--- src/rtl/fifo_rr_arbiter.sv ---
// Round-robin scheduler draining four input FIFOs into four output FIFOs.
// A word's top two bits select its output FIFO; pops halt while any output is near full.
module fifo_rr_arbiter #(
  parameter int DATA_W = 6
) (
  input  logic                  clk_i,
  input  logic                  reset_i,
  input  logic [3:0]            in_empty_i,
  input  logic [4*DATA_W-1:0]   in_data_i,
  output logic [3:0]            in_pop_o,
  input  logic [3:0]            out_almost_full_i,
  input  logic [3:0]            out_full_i,
  output logic [3:0]            out_push_o,
  output logic [DATA_W-1:0]     out_data_o,
  output logic [1:0]            grant_id_o,
  output logic                  pause_o,
  output logic                  idle_o,
  output logic                  overflow_err_o
);

  typedef enum logic [1:0] {
    ST_IDLE  = 2'd0,
    ST_RUN   = 2'd1,
    ST_PAUSE = 2'd2
  } state_t;

  state_t              state_q;
  logic [1:0]          grant_q;
  logic [1:0]          sel1_q;
  logic                v1_q;
  logic [3:0]          out_push_q;
  logic [DATA_W-1:0]   out_data_q;
  logic                err_q;

  logic [3:0]          elig_s;
  logic                stall_s;
  logic                any_s;
  logic                pop_s;
  logic                busy_s;
  logic [1:0]          pick_s;
  logic [3:0]          in_pop_s;
  logic [DATA_W-1:0]   word_s;

  // Later offsets are overwritten by earlier ones, so the nearest requester after 'last' wins.
  function automatic logic [1:0] rr_pick(input logic [1:0] last, input logic [3:0] req);
    logic [1:0] idx;
    rr_pick = last;
    for (int o = 4; o >= 1; o--) begin
      idx = last + 2'(o);
      if (req[idx]) begin
        rr_pick = idx;
      end else begin
        rr_pick = rr_pick;
      end
    end
  endfunction

  // Arbitration decision and selection of the word popped last cycle.
  always_comb begin
    elig_s   = ~in_empty_i;
    stall_s  = (|out_almost_full_i) | (|out_full_i);
    any_s    = |elig_s;
    pick_s   = rr_pick(grant_q, elig_s);
    busy_s   = v1_q | (|out_push_q);
    pop_s    = ~reset_i & ~stall_s & any_s & (state_q != ST_PAUSE);
    if (pop_s) begin
      in_pop_s = 4'b0001 << pick_s;
    end else begin
      in_pop_s = 4'b0000;
    end
    case (sel1_q)
      2'd0:    word_s = in_data_i[0*DATA_W +: DATA_W];
      2'd1:    word_s = in_data_i[1*DATA_W +: DATA_W];
      2'd2:    word_s = in_data_i[2*DATA_W +: DATA_W];
      2'd3:    word_s = in_data_i[3*DATA_W +: DATA_W];
      default: word_s = {DATA_W{1'b0}};
    endcase
  end

  // Two-stage pop/push pipeline and sticky overflow detection.
  always_ff @(posedge clk_i) begin
    if (reset_i) begin
      grant_q    <= 2'd3;
      sel1_q     <= 2'd0;
      v1_q       <= 1'b0;
      out_push_q <= 4'b0000;
      out_data_q <= {DATA_W{1'b0}};
      err_q      <= 1'b0;
    end else begin
      if (pop_s) begin
        grant_q <= pick_s;
        sel1_q  <= pick_s;
        v1_q    <= 1'b1;
      end else begin
        v1_q    <= 1'b0;
      end
      if (v1_q) begin
        out_data_q <= word_s;
        out_push_q <= 4'b0001 << word_s[DATA_W-1 -: 2];
      end else begin
        out_push_q <= 4'b0000;
      end
      if (|(out_push_q & out_full_i)) begin
        err_q <= 1'b1;
      end
    end
  end

  // Scheduler state: RUN may only drop to IDLE once the pipeline has drained.
  always_ff @(posedge clk_i) begin
    if (reset_i) begin
      state_q <= ST_IDLE;
    end else begin
      case (state_q)
        ST_IDLE: begin
          if (stall_s)    state_q <= ST_PAUSE;
          else if (any_s) state_q <= ST_RUN;
          else            state_q <= ST_IDLE;
        end
        ST_RUN: begin
          if (stall_s)                 state_q <= ST_PAUSE;
          else if (!any_s && !busy_s)  state_q <= ST_IDLE;
          else                         state_q <= ST_RUN;
        end
        ST_PAUSE: begin
          if (!stall_s && any_s) state_q <= ST_RUN;
          else if (!stall_s)     state_q <= ST_IDLE;
          else                   state_q <= ST_PAUSE;
        end
        default: state_q <= ST_IDLE;
      endcase
    end
  end

  assign in_pop_o       = in_pop_s;
  assign out_push_o     = out_push_q;
  assign out_data_o     = out_data_q;
  assign grant_id_o     = grant_q;
  assign pause_o        = (state_q == ST_PAUSE);
  assign idle_o         = (state_q == ST_IDLE);
  assign overflow_err_o = err_q;

endmodule

--- config.mk ---
export PLATFORM = sky130hd
export DESIGN_NAME = fifo_rr_arbiter
export DESIGN_NICKNAME = d
export VERILOG_FILES = /design/src/rtl/fifo_rr_arbiter.sv
export SDC_FILE = /design/constraint.sdc
export NUM_CORES = 1
export LEC_CHECK = 0
export CAP_MARGIN = 0
export CELL_PAD_IN_SITES_DETAIL_PLACEMENT = 0
export CELL_PAD_IN_SITES_GLOBAL_PLACEMENT = 1
export CORE_MARGIN = 2
export CORE_UTILIZATION = 24
export CTS_BUF_LIST = sky130_fd_sc_hd__clkbuf_8
export DETAILED_ROUTE_END_ITERATION = 6
export HOLD_SLACK_MARGIN = 0.03
export PLACE_DENSITY_LB_ADDON = 0.1
export SYNTH_ARGS = -nofsm -noshare
export SYNTH_HDL_FRONTEND = slang
export SYNTH_SLANG_ARGS = --single-unit
--- constraint.sdc ---
create_clock -name clk_i -period 3.4 [get_ports clk_i]
set_clock_uncertainty 0.05 [all_clocks]
set_input_delay 1.02 -clock clk_i [delete_from_list [all_inputs] [get_ports clk_i]]
set_output_delay 1.02 -clock clk_i [all_outputs]
set_load 0.005 [all_outputs]
Word-level counts from Yosys, hierarchy flattened
Index checks and enable logic that the tools add are counted.
- register bits: 18
- bits of input ports: 38
- logic and storage cells: 63
- output and inout port bits: 19
- reduce and logical (&&, ||, !) cells: 13
- equality and inequality tests: 6
- add/sub/neg operators: 3
- shift operators: 2
- bitwise gates (word level): 10
- magnitude comparators: 3
- multiplexer cells: 19
- operator list (kind ; number):
    $pmux 6 s4 ; 1
    $reduce_or 4->1 ; 5
    $mux 2 ; 7
    $lt 2x3->1 const B ; 3
    $shl 1x2->4 const A ; 2
    $bmux 1 s2 ; 3
    $eq 2x2->1 const B ; 3
    $mux 1 ; 6
    $pmux 2 s3 ; 1
    $add 2x2->2 const B ; 2
    $and 4x4->4 ; 1
    $eq 2x1->1 const B ; 2
    $logic_not 2->1 ; 2
    $mux 4 ; 1
    $not 4->4 ; 1
    $and 1x1->1 ; 3
    $logic_not 1->1 ; 3
    $not 1->1 ; 3
    $add 2x1->2 const B ; 1
    $logic_and 1x1->1 ; 2
    $ne 2x2->1 const B ; 1
    $or 1x1->1 ; 2
    $reduce_or 2->1 ; 1

Longest topological paths before layout
Gate-level depths: netlist of run 1.
- depth after elaboration: 8
- depth in mapped cells: 4
- depth with buffers taken out: 4

Least setup slack after synthesis of run 1
OpenSTA, ideal clock, no wires.
- kind: in2out
- start point: input out_full_i[0]
- end point: output in_pop_o[2]
- arrival time: 2.502 ns
- data required time: 2.330 ns
- slack: -0.172 ns
- stages: 4
- buffers on the path: 0
- cell sequence: or4_4 or4_4 or3_1 nor2_1
- longest elaborated chain between the ends: 7
- ends and longest elaborated chain (what ; line ; source):
    from (decl) ; 12 ; input logic [3:0] out_full_i,
    $reduce_or 4->1 ; 61 ; stall_s = (|out_almost_full_i) | (|out_full_i);
    $or 1x1->1 ; 61 ;
    $not 1->1 ; 65 ; pop_s = ~reset_i & ~stall_s & any_s & (state_q != ST_PAUSE);
    $and 1x1->1 (3 in series) ; 65 ;
    $mux 4 ; 66 ; if (pop_s) begin
    to (decl) ; 10 ; output logic [3:0] in_pop_o,
No other way between the ends.

Worst setup path in the final report of run 1
- start point: input out_full_i[1]
- end point: output in_pop_o[2]
Same word-level chain as after synthesis.

==> run summary, run 1 <==
The flow ran to the end, but the final reports show violations. The checks that failed: setup timing. The critical path is of the in -> out type.

The path class of the tightest hold or removal check is reg -> reg. The number of clock buffers inserted by TritonCTS is 3. The post-route antenna net violation count is 0, and the register bit total from synthesis is 18.

The endpoint required time on the critical path is 2.33 ns. Setup repair after global routing could not meet its margin everywhere. The tightest hold path in the finished design has a slack of 0.450 ns. The die height is 65.8 um.

The worst setup path is captured at an output pin. The run gives 3660 um^2 as the placeable core area. After detailed routing, the wire length on met1 is 1.14 mm.

In this design, the stage delay of the slowest critical-path cell is 0.54 ns. The number of nets in the synthesized netlist is 132. After detailed routing, the number of remaining DRC violations is 0. The logs give 18 for the clock sink total and 2.11 mm for the final HPWL from detailed placement. The cell occurring most often along the worst timing path was or4_4. The number of I/O port buffers came out at 56.

No sink is reached through more buffers than the 2 on the longest clock path. At the pin with the least slew margin, the transition time is 0.464 ns. The routed design uses 187 um of met3 wire.

TritonCTS built the clock tree. The sum of negative setup slack is -1.09 ns. For the global placer's final weighted congestion, the log shows 0.769. The root buffer selected by CTS is clkbuf_8. For the share of the yosys chip area belonging to registers, the log shows 0.393. The cell area that synthesis handed to floorplanning was 916 um^2. Sorting the synthesized cells by area gives the leading types as dfxtp_1 (39%), mux4_2 (15%), nor2_1 (7.8%). The aggregate global-route resource usage is 0.134, and the effective utilization at floorplan is 0.250. The maximum ir drop on the vdd rail was 0.233 mV; the die outline area was 4330 um^2. Top layer used by detailed routing: met4.

Setup violations remaining at the end of the flow were counted as 4. The biggest fanout along the worst timing path is 2. At the end of the flow, the number of nets in the layout was 206.

The final critical-path required period came out at 3.79 ns. The mean routed wirelength per cell is 12.2 um, and the area of the multi-input gates is 564 um^2. Summed over all nets, wire length on met2 after detailed routing comes to 1.27 mm.

The number of hold violations in the final report is 0. The critical path goes through buf_6, or4_4, or4_4, or3_4, nor2_1, buf_2. The netlist uses 28 different library cells. The leakage power is 0.000648 uW.

The run gives 4.43 mm as the global-route wire length before repair. In the routed layout, each cell is associated on average with a via count of 4.57. For the number of antenna violations at the first check in global routing, the log shows 0.

Timing analysis after detailed placement gives a worst setup slack of -1.15 ns. The highest clock frequency the design can meet is 264 MHz. The detailed router finished its first iteration with 26 violations. The floorplan has 22 rows.

The die span in x works out to 65.8 um. After filler insertion, the fill cell instance count of the layout stands at 376. The slack of the critical path came out at -0.394 ns. The largest area contributor in the synthesized netlist is dfxtp_1. The number of cells produced by synthesis came out at 94. Averaged over all synthesized cells, the footprint is 9.74 um^2. For the count of pins on the block boundary, the log shows 57. The cell at the slowest stage of the critical path was or4_4. For this run, the detailed router's first-pass iteration total came to 4. Number of global-route vias before repair: 974. The routed design has 2.62 mm of wire. Summing all flip-flop and latch instances after layout gives 360 um^2.

The startpoint kind of the worst setup timing path was an input port. The power density over the cells is 271 nW/um^2. The depth of the CTS H-tree came out at 1.

The logs give 0.25 ns for the clock network latency to the later pin of the worst-skew pair and 2.72 ns for the worst path arrival time. Summing internal, switching and leakage power gives 460 uW. The post-route fraction of the period consumed by the critical path was 1.12; the end-of-flow core utilization was 0.464. The growth of design area from synthesis to finish is 85.5%, and the count of vias placed by the detailed router is 983. The share of Yosys cell area claimed by the top area cell type came out at 0.393. The worst slew slack as a fraction of its limit came out at 0.691. The clock-pin slew on the worst setup and hold paths is 0.06 ns, and the proportion of layout cells with a drive suffix above 1 is 0.281. The count of final max-slew check failures was 0; the total inserted antenna cells was 0. The synthesis warning total was 0; the number of max-cap violations was 0. The count of hold-fix buffers inserted at cts is 0, and the total congestion overflow after global routing is 0. Entering global routing, the biggest net connects 14 pins.
report_power, final:
| group | internal, uW | leakage, uW | switching [uW] | total [uW] |
|---|---|---|---|---|
| logic | 54.9 | 0.000474 | 21.7 | 76.7 |
| clock network | 103 | 0.0000288 | 68.1 | 171 |
| registers | 212 | 0.000145 | 0.729 | 212 |
| total | 369 | 0.000648 | 90.6 | 460 |
critical path, delay by kind of cell:
| kind | cells | cell delay, ns |
|---|---|---|
| buf+inv | 2 | 0.20 |
| simple gates | 4 | 1.49 |
cells in the mapped netlist:
| cell type | instances |
|---|---|
| clkbuf_1 | 4 |
| mux2i_1 | 6 |
| nor2_1 | 19 |
| a21oi_1 | 4 |
| dfxtp_1 | 18 |
| inv_1 | 1 |
| mux2_2 | 1 |
| nand3_1 | 1 |
| mux4_2 | 6 |
| and3_1 | 1 |
| or4_4 | 2 |
| o41ai_1 | 1 |
| and4_1 | 1 |
| nor4_2 | 1 |
| o21ai_0 | 2 |
| nand2b_1 | 1 |
| a222oi_1 | 1 |
| a211oi_1 | 2 |
| a2111oi_0 | 1 |
| nand3b_1 | 1 |
| a21boi_0 | 1 |
| or4_1 | 2 |
| nor2b_1 | 4 |
| nor3_1 | 2 |
| or3_1 | 2 |
| nor3b_1 | 3 |
| nand2_1 | 5 |
| and2_1 | 1 |
routing by layer:
layer,track usage,vias to the layer above
met5,0,-
met3,0.0443,2
li1,-,493
met2,0.218,31
met1,0.167,457
met4,0.0391,0
per-stage QoR:
step / cell area (um^2) / cells
3_3_place_gp: 1610 / 206
6_report: 1700 / 215
4_1_cts: 1680 / 214
5_1_grt: 1700 / 215
2_1_floorplan: 916 / 94
3_5_place_dp: 1610 / 206
cell type report:
cell class              instances  share of cell area
well taps                      48              0.0353
flip-flops and latches         18               0.212
inverters                       1             0.00221
multi-input cells              71               0.332
repair buffers                 73               0.386
clock buffers                   4              0.0324
flip-flops by register name, indices dropped and copies added, names as in the netlist:
name	cells
overflow_err_o	1
out_push_o	4
sel1_q	2
grant_id_o	2
out_data_o	6
state_q	2
v1_q	1
repair_timing:
| action | CTS | global route |
|---|---|---|
| gates cloned | 0 | 0 |
| pin swaps | 11 | 10 |
| endpoints found under the setup margin | 4 | 4 |
| buffers inserted | 4 | 1 |
| gates resized for setup | 53 | 6 |
placed cells by master, fill, tap and decap left out, types with 2 or more instances in the layout:
master           Yosys  routed
nor3b_1              3       3
o21ai_0              2       2
clkbuf_8             0       4
dlygate4sd2_1        0       4
buf_2                0       7
buf_4                0      15
or4_4                2       3
clkdlybuf4s50_1      0      40
buf_6                0       6
nor2_1              19      18
dfxtp_1             18      18
a211oi_1             2       2
nor2b_1              4       4
nor3_1               2       2
a21oi_1              4       4
mux4_2               6       6
nand2_1              5       5
mux2i_1              6       6
final timing paths:
check	start	end	slack, ns	cells after the start
worst max register to register	state_q[1]$_SDFF_PP0_	grant_id_o[1]$_SDFFE_PP1P_	1.83	5
worst max-delay path	out_full_i[1]	in_pop_o[2]	-0.39	6
worst min register to register	out_data_o[4]$_SDFFE_PP0P_	out_data_o[4]$_SDFFE_PP0P_	0.45	2
worst min-delay path	out_data_o[4]$_SDFFE_PP0P_	out_data_o[4]$_SDFFE_PP0P_	0.45	2
cell families (layout without fill, tap and decap cells):
family | count (synthesis) | count (layout) | synth area share
AOI/OAI and AO/OA | 12 | 12 | 0.0874
buffers and inverters | 5 | 78 | 0.0205
DFF | 18 | 18 | 0.393
muxes | 13 | 13 | 0.225
and+or+nand+nor | 46 | 46 | 0.273
Power figures use the tool's default switching activity.
==> run 2: changes to the inputs <==
--- a/config.mk
+++ b/config.mk
@@ -5,10 +5,9 @@
 export SDC_FILE = /design/constraint.sdc
 export NUM_CORES = 1
 export LEC_CHECK = 0
-export CAP_MARGIN = 0
+export ABC_AREA = 1
 export CELL_PAD_IN_SITES_DETAIL_PLACEMENT = 0
 export CELL_PAD_IN_SITES_GLOBAL_PLACEMENT = 1
-export CORE_MARGIN = 2
 export CORE_UTILIZATION = 24
 export CTS_BUF_LIST = sky130_fd_sc_hd__clkbuf_8
 export DETAILED_ROUTE_END_ITERATION = 6
==> run 2 against run 1 <==
  * The run now ends clean
  * Sequential cell count is the same
  * Sequential power is essentially flat
  * Die area grew 13%
  * Core utilization decreased by 3.1 points
  * Register-to-register slack got worse by 0.25 ns
  * Clock-buffer cell count unchanged
  * Area after synthesis up 21%
  * Global-route usage up 0.84 points
  * Via count increased by 34%
  * Final area rose by 12%
  * Clock power up 6%
  * Largest cell class is now multi-input combinational cells
  * Highest routed layer unchanged
==> run summary, run 2 <==
Sorting the synthesized cells by area gives the leading types as dfxtp_1 (33%), nand2_1 (17%), nand3_1 (5.4%). The worst register-to-register path ends at grant_id_o[0]$_SDFFE_PP1P_. The clock network latency to the later pin of the worst-skew pair is 0.26 ns, and the worst setup slack for register-to-register paths is 1.58 ns.

Entering global routing, the biggest net connects 11 pins. The depth of the worst register-to-register path is 13. The fraction of the mapped netlist area in compound gates works out to 0.155.

STA puts the critical path data arrival time at 2.21 ns. The run gives 0.384 as the clock group share of total power. The count of pins on the block boundary is 57, and the mean routed wirelength per cell is 11.7 um. Setup slack after placement: -0.544 ns. The run gives 0 as the number of setup violations in the final report. The proportion of synthesized flip-flops having asynchronous set or reset was 0. Including well taps, the total number of placed cells is 280.

The number of antenna violations at the first check in global routing was 0. The die height came out at 69.9 um. The net count of the mapped netlist came out at 202. The leakage power is 0.000833 uW. The highest clock frequency the design can meet was 305 MHz; the final critical-path required period was 3.28 ns. After clock tree synthesis, the clock-pin slew on the worst setup and hold paths is 0.07 ns.

The critical path class was in -> out. The share of Yosys cell area claimed by the top area cell type is 0.325, and the portion of netlist area occupied by mux cells is 0. Summing all multi-input logic gate instances after layout gives 708 um^2. After floorplanning, the core was divided into 24 placement rows. The share of total power in sequential cells is 0.451. The commonest non-fill, non-tap cell in the layout was nand2_1.

The startpoint identified for the worst register-to-register timing path is grant_id_o[0]$_SDFFE_PP1P_. Counting flops with a built-in enable in the synthesized netlist gives 0. Counting every instance in the synthesized netlist gives 164. The cell depth of the worst hold path was 2.

The tree is rooted in a clkbuf_8. Setup repair after global routing left no endpoint under its margin. The logs give 0.142 for the aggregate global-route resource usage and 45 for the detailed router's first-iteration violation count. After synthesis the netlist holds a flip-flop and latch count of 18. In this run, CTS created clock tree buffers numbering 3. After the last flow step, the layout net total stands at 278. Worst hold path class: reg -> reg.

Using the TritonRoute via totals, the vias-per-cell ratio works out to 4.54. The die covers 4890 um^2. Ranked by instance count, the synthesized netlist is headed by nand2_1 (51), dfxtp_1 (18), inv_1 (16). Area share of xor/xnor cells in the synthesized design: 0. The repair_antennas step left the layout with diodes totalling 0. The net load switching power was 109 uW. The adder and majority cell fraction of the synthesized area is 0, and the slack of the critical path is 0.116 ns. The worst slew slack as a fraction of its limit was 0.638; the total wirelength of the detailed-routed design was 3.39 mm.

Total congestion overflow after global routing: 0. The final route contains 1321 vias. The share of synthesized cell area in and, or, nand and nor gates works out to 0.441. The clock sink total was 18.

The die is 69.9 um wide. The register with the most flip-flops in the layout has 6 of them. The worst hold path begins at out_data_o[5]$_SDFFE_PP0P_. Total area of sequential cells: 360 um^2.

In the layout the commonest cells are nand2_1 (45), clkdlybuf4s50_1 (40), dfxtp_1 (18), inv_1 (16), nor2_1 (15). The count of final max-slew check failures came out at 0. The run gives 0 as the number of max-cap violations.

The number of hold violations in the final report was 0; the number of iterations in the first detailed-routing pass was 4. The tools report the total standard cell area after synthesis as 1110 um^2. The maximum ir drop on the vdd rail is 0.126 mV, and the final HPWL from detailed placement is 2.60 mm.

TritonCTS built the clock tree. The worst setup path is launched from an input port. The tools report the count of hold-fix buffers inserted at cts as 0. After filler insertion, the fill cell instance count of the layout stands at 460. The run gives 0 as the post-route antenna net violation count. The total power draw came out at 470 uW. Global-route wire length before repair: 5.62 mm.

Combinational group share of total power: 0.165. The proportion of layout cells with a drive suffix above 1 was 0.268. The design internal power came out at 361 uW. The growth of design area from synthesis to finish was 71.5%; the synthesized area divided by synthesized cell count was 6.75 um^2. The synthesis warning total is 0, and the post-route fraction of the period consumed by the critical path is 0.966.

Data on the critical path is required at its endpoint by 2.33 ns. The most used flip-flop cell after synthesis is dfxtp_1. The tools report the number of distinct library cells after synthesis as 25.

The flow ran to the end, and the final reports show no timing, DRC or antenna violations. The effective utilization at floorplan is 0.253. The switching part of the total power works out to 0.232. At the pin with the least slew margin, the transition time is 0.537 ns. Routability-driven placement finished with a final weighted congestion of 0.853.

Worst setup path startpoint: out_almost_full_i[0]. For the DRC violation count after routing, the log shows 0. The worst hold path terminates at out_data_o[5]$_SDFFE_PP0P_.

For this design the ratio of total power to cell area is 248 nW/um^2. The number of global-route vias before repair is 1326, and the placeable core area is 4380 um^2. In the post-synthesis netlist, the cell with the most instances is nand2_1. The tools report the depth of the CTS H-tree as 1. The clock passes through at most 2 buffers. The finished layout holds 291 standard cells, fillers aside. The share of the yosys chip area belonging to registers is 0.325.

Summed over all instances, the cell type with the most area after synthesis is dfxtp_1. In this run the worst path has a maximum fanout of 4. Largest family of logic cells by synthesized area: simple AND/OR/NAND/NOR gates. Endpoint kind of the worst setup timing path: an output pin. Number of I/O port buffers: 56.
## run 2: changes by cell type in the layout (fill, tap and decap cells not counted), moves of 5 or more
cell      delta
o21ai_0      +7
mux4_2       -6
mux2i_1      -6
nand2_1     +40
inv_1       +15
a21oi_1      +6
nand2_2     +11
buf_2        -5
clkbuf_2     +8
nand3_2      +5
nand3_1      +9
## run 2: per-layer routing
metal / share of wire / vias up / wire length, um / global-route usage
li1: - / 690 / - / -
met2: 0.53 / 27 / 1790 / 0.268
met5: 0 / - / 0 / 0
met1: 0.42 / 600 / 1430 / 0.156
met4: 0.013 / 0 / 44 / 0.0533
met3: 0.038 / 4 / 130 / 0.0260
## run 2: power groups by stage
stage          clock, uW  combinational [uW]  sequential, uW
2_1_floorplan          0                22.2             217
3_3_place_gp           0                77.0             217
3_5_place_dp           0                77.8             217
4_1_cts              183                79.1             212
5_1_grt              194                84.5             212
6_report             181                77.5             212
## run 2: logic make-up after synthesis
family | count (synthesis)
compound gates | 28
simple gates | 98
buf+inv | 20
flops | 18
## run 2: worst max path at each step
stage | endpoint | slack [ns] | cells after the start
6_report | in_pop_o[3] | 0.12 | 10
5_1_grt | in_pop_o[0] | 0.008 | 12
4_1_cts | in_pop_o[0] | 0.0003 | 11
3_5_place_dp | in_pop_o[2] | -0.54 | 10
3_3_place_gp | in_pop_o[1] | -0.49 | 10
2_1_floorplan | in_pop_o[2] | 0.49 | 7
## run 2: metrics by stage
step	setup TNS (ns)	cell area, um^2	utilization	hold WS [ns]
finish	0	1900	0.433	0.439
floorplan	0	1110	-	0.415
detailed placement	-2.10	1790	0.408	0.436
global placement	-1.92	1790	0.408	0.429
CTS	0	1940	0.441	0.450
global route	0	1900	0.433	0.496
## run 2: timing repair
item                                    in CTS  in global routing
resized for setup                           43                 16
pin swaps                                   12                  9
setup buffers                                7                  1
endpoints found under the setup margin       4                  4
## run 2: area by class of cell
cell class | instances | share of cell area
tap | 52 | 0.0343
sequential | 18 | 0.190
inverter | 19 | 0.0402
timing repair buffer | 72 | 0.334
clock buffer | 4 | 0.0290
multi-input combinational | 126 | 0.373
## run 2: critical path: stages
cell and delay, ns:
clkdlybuf4s15_1 0.16, nor2_1 0.09, nand2_1 0.08, nor2_4 0.12, nand3b_4 0.10, nor2_4 0.16, buf_6 0.12, nand3_2 0.08
nor2_2 0.08, clkdlybuf4s15_2 0.20
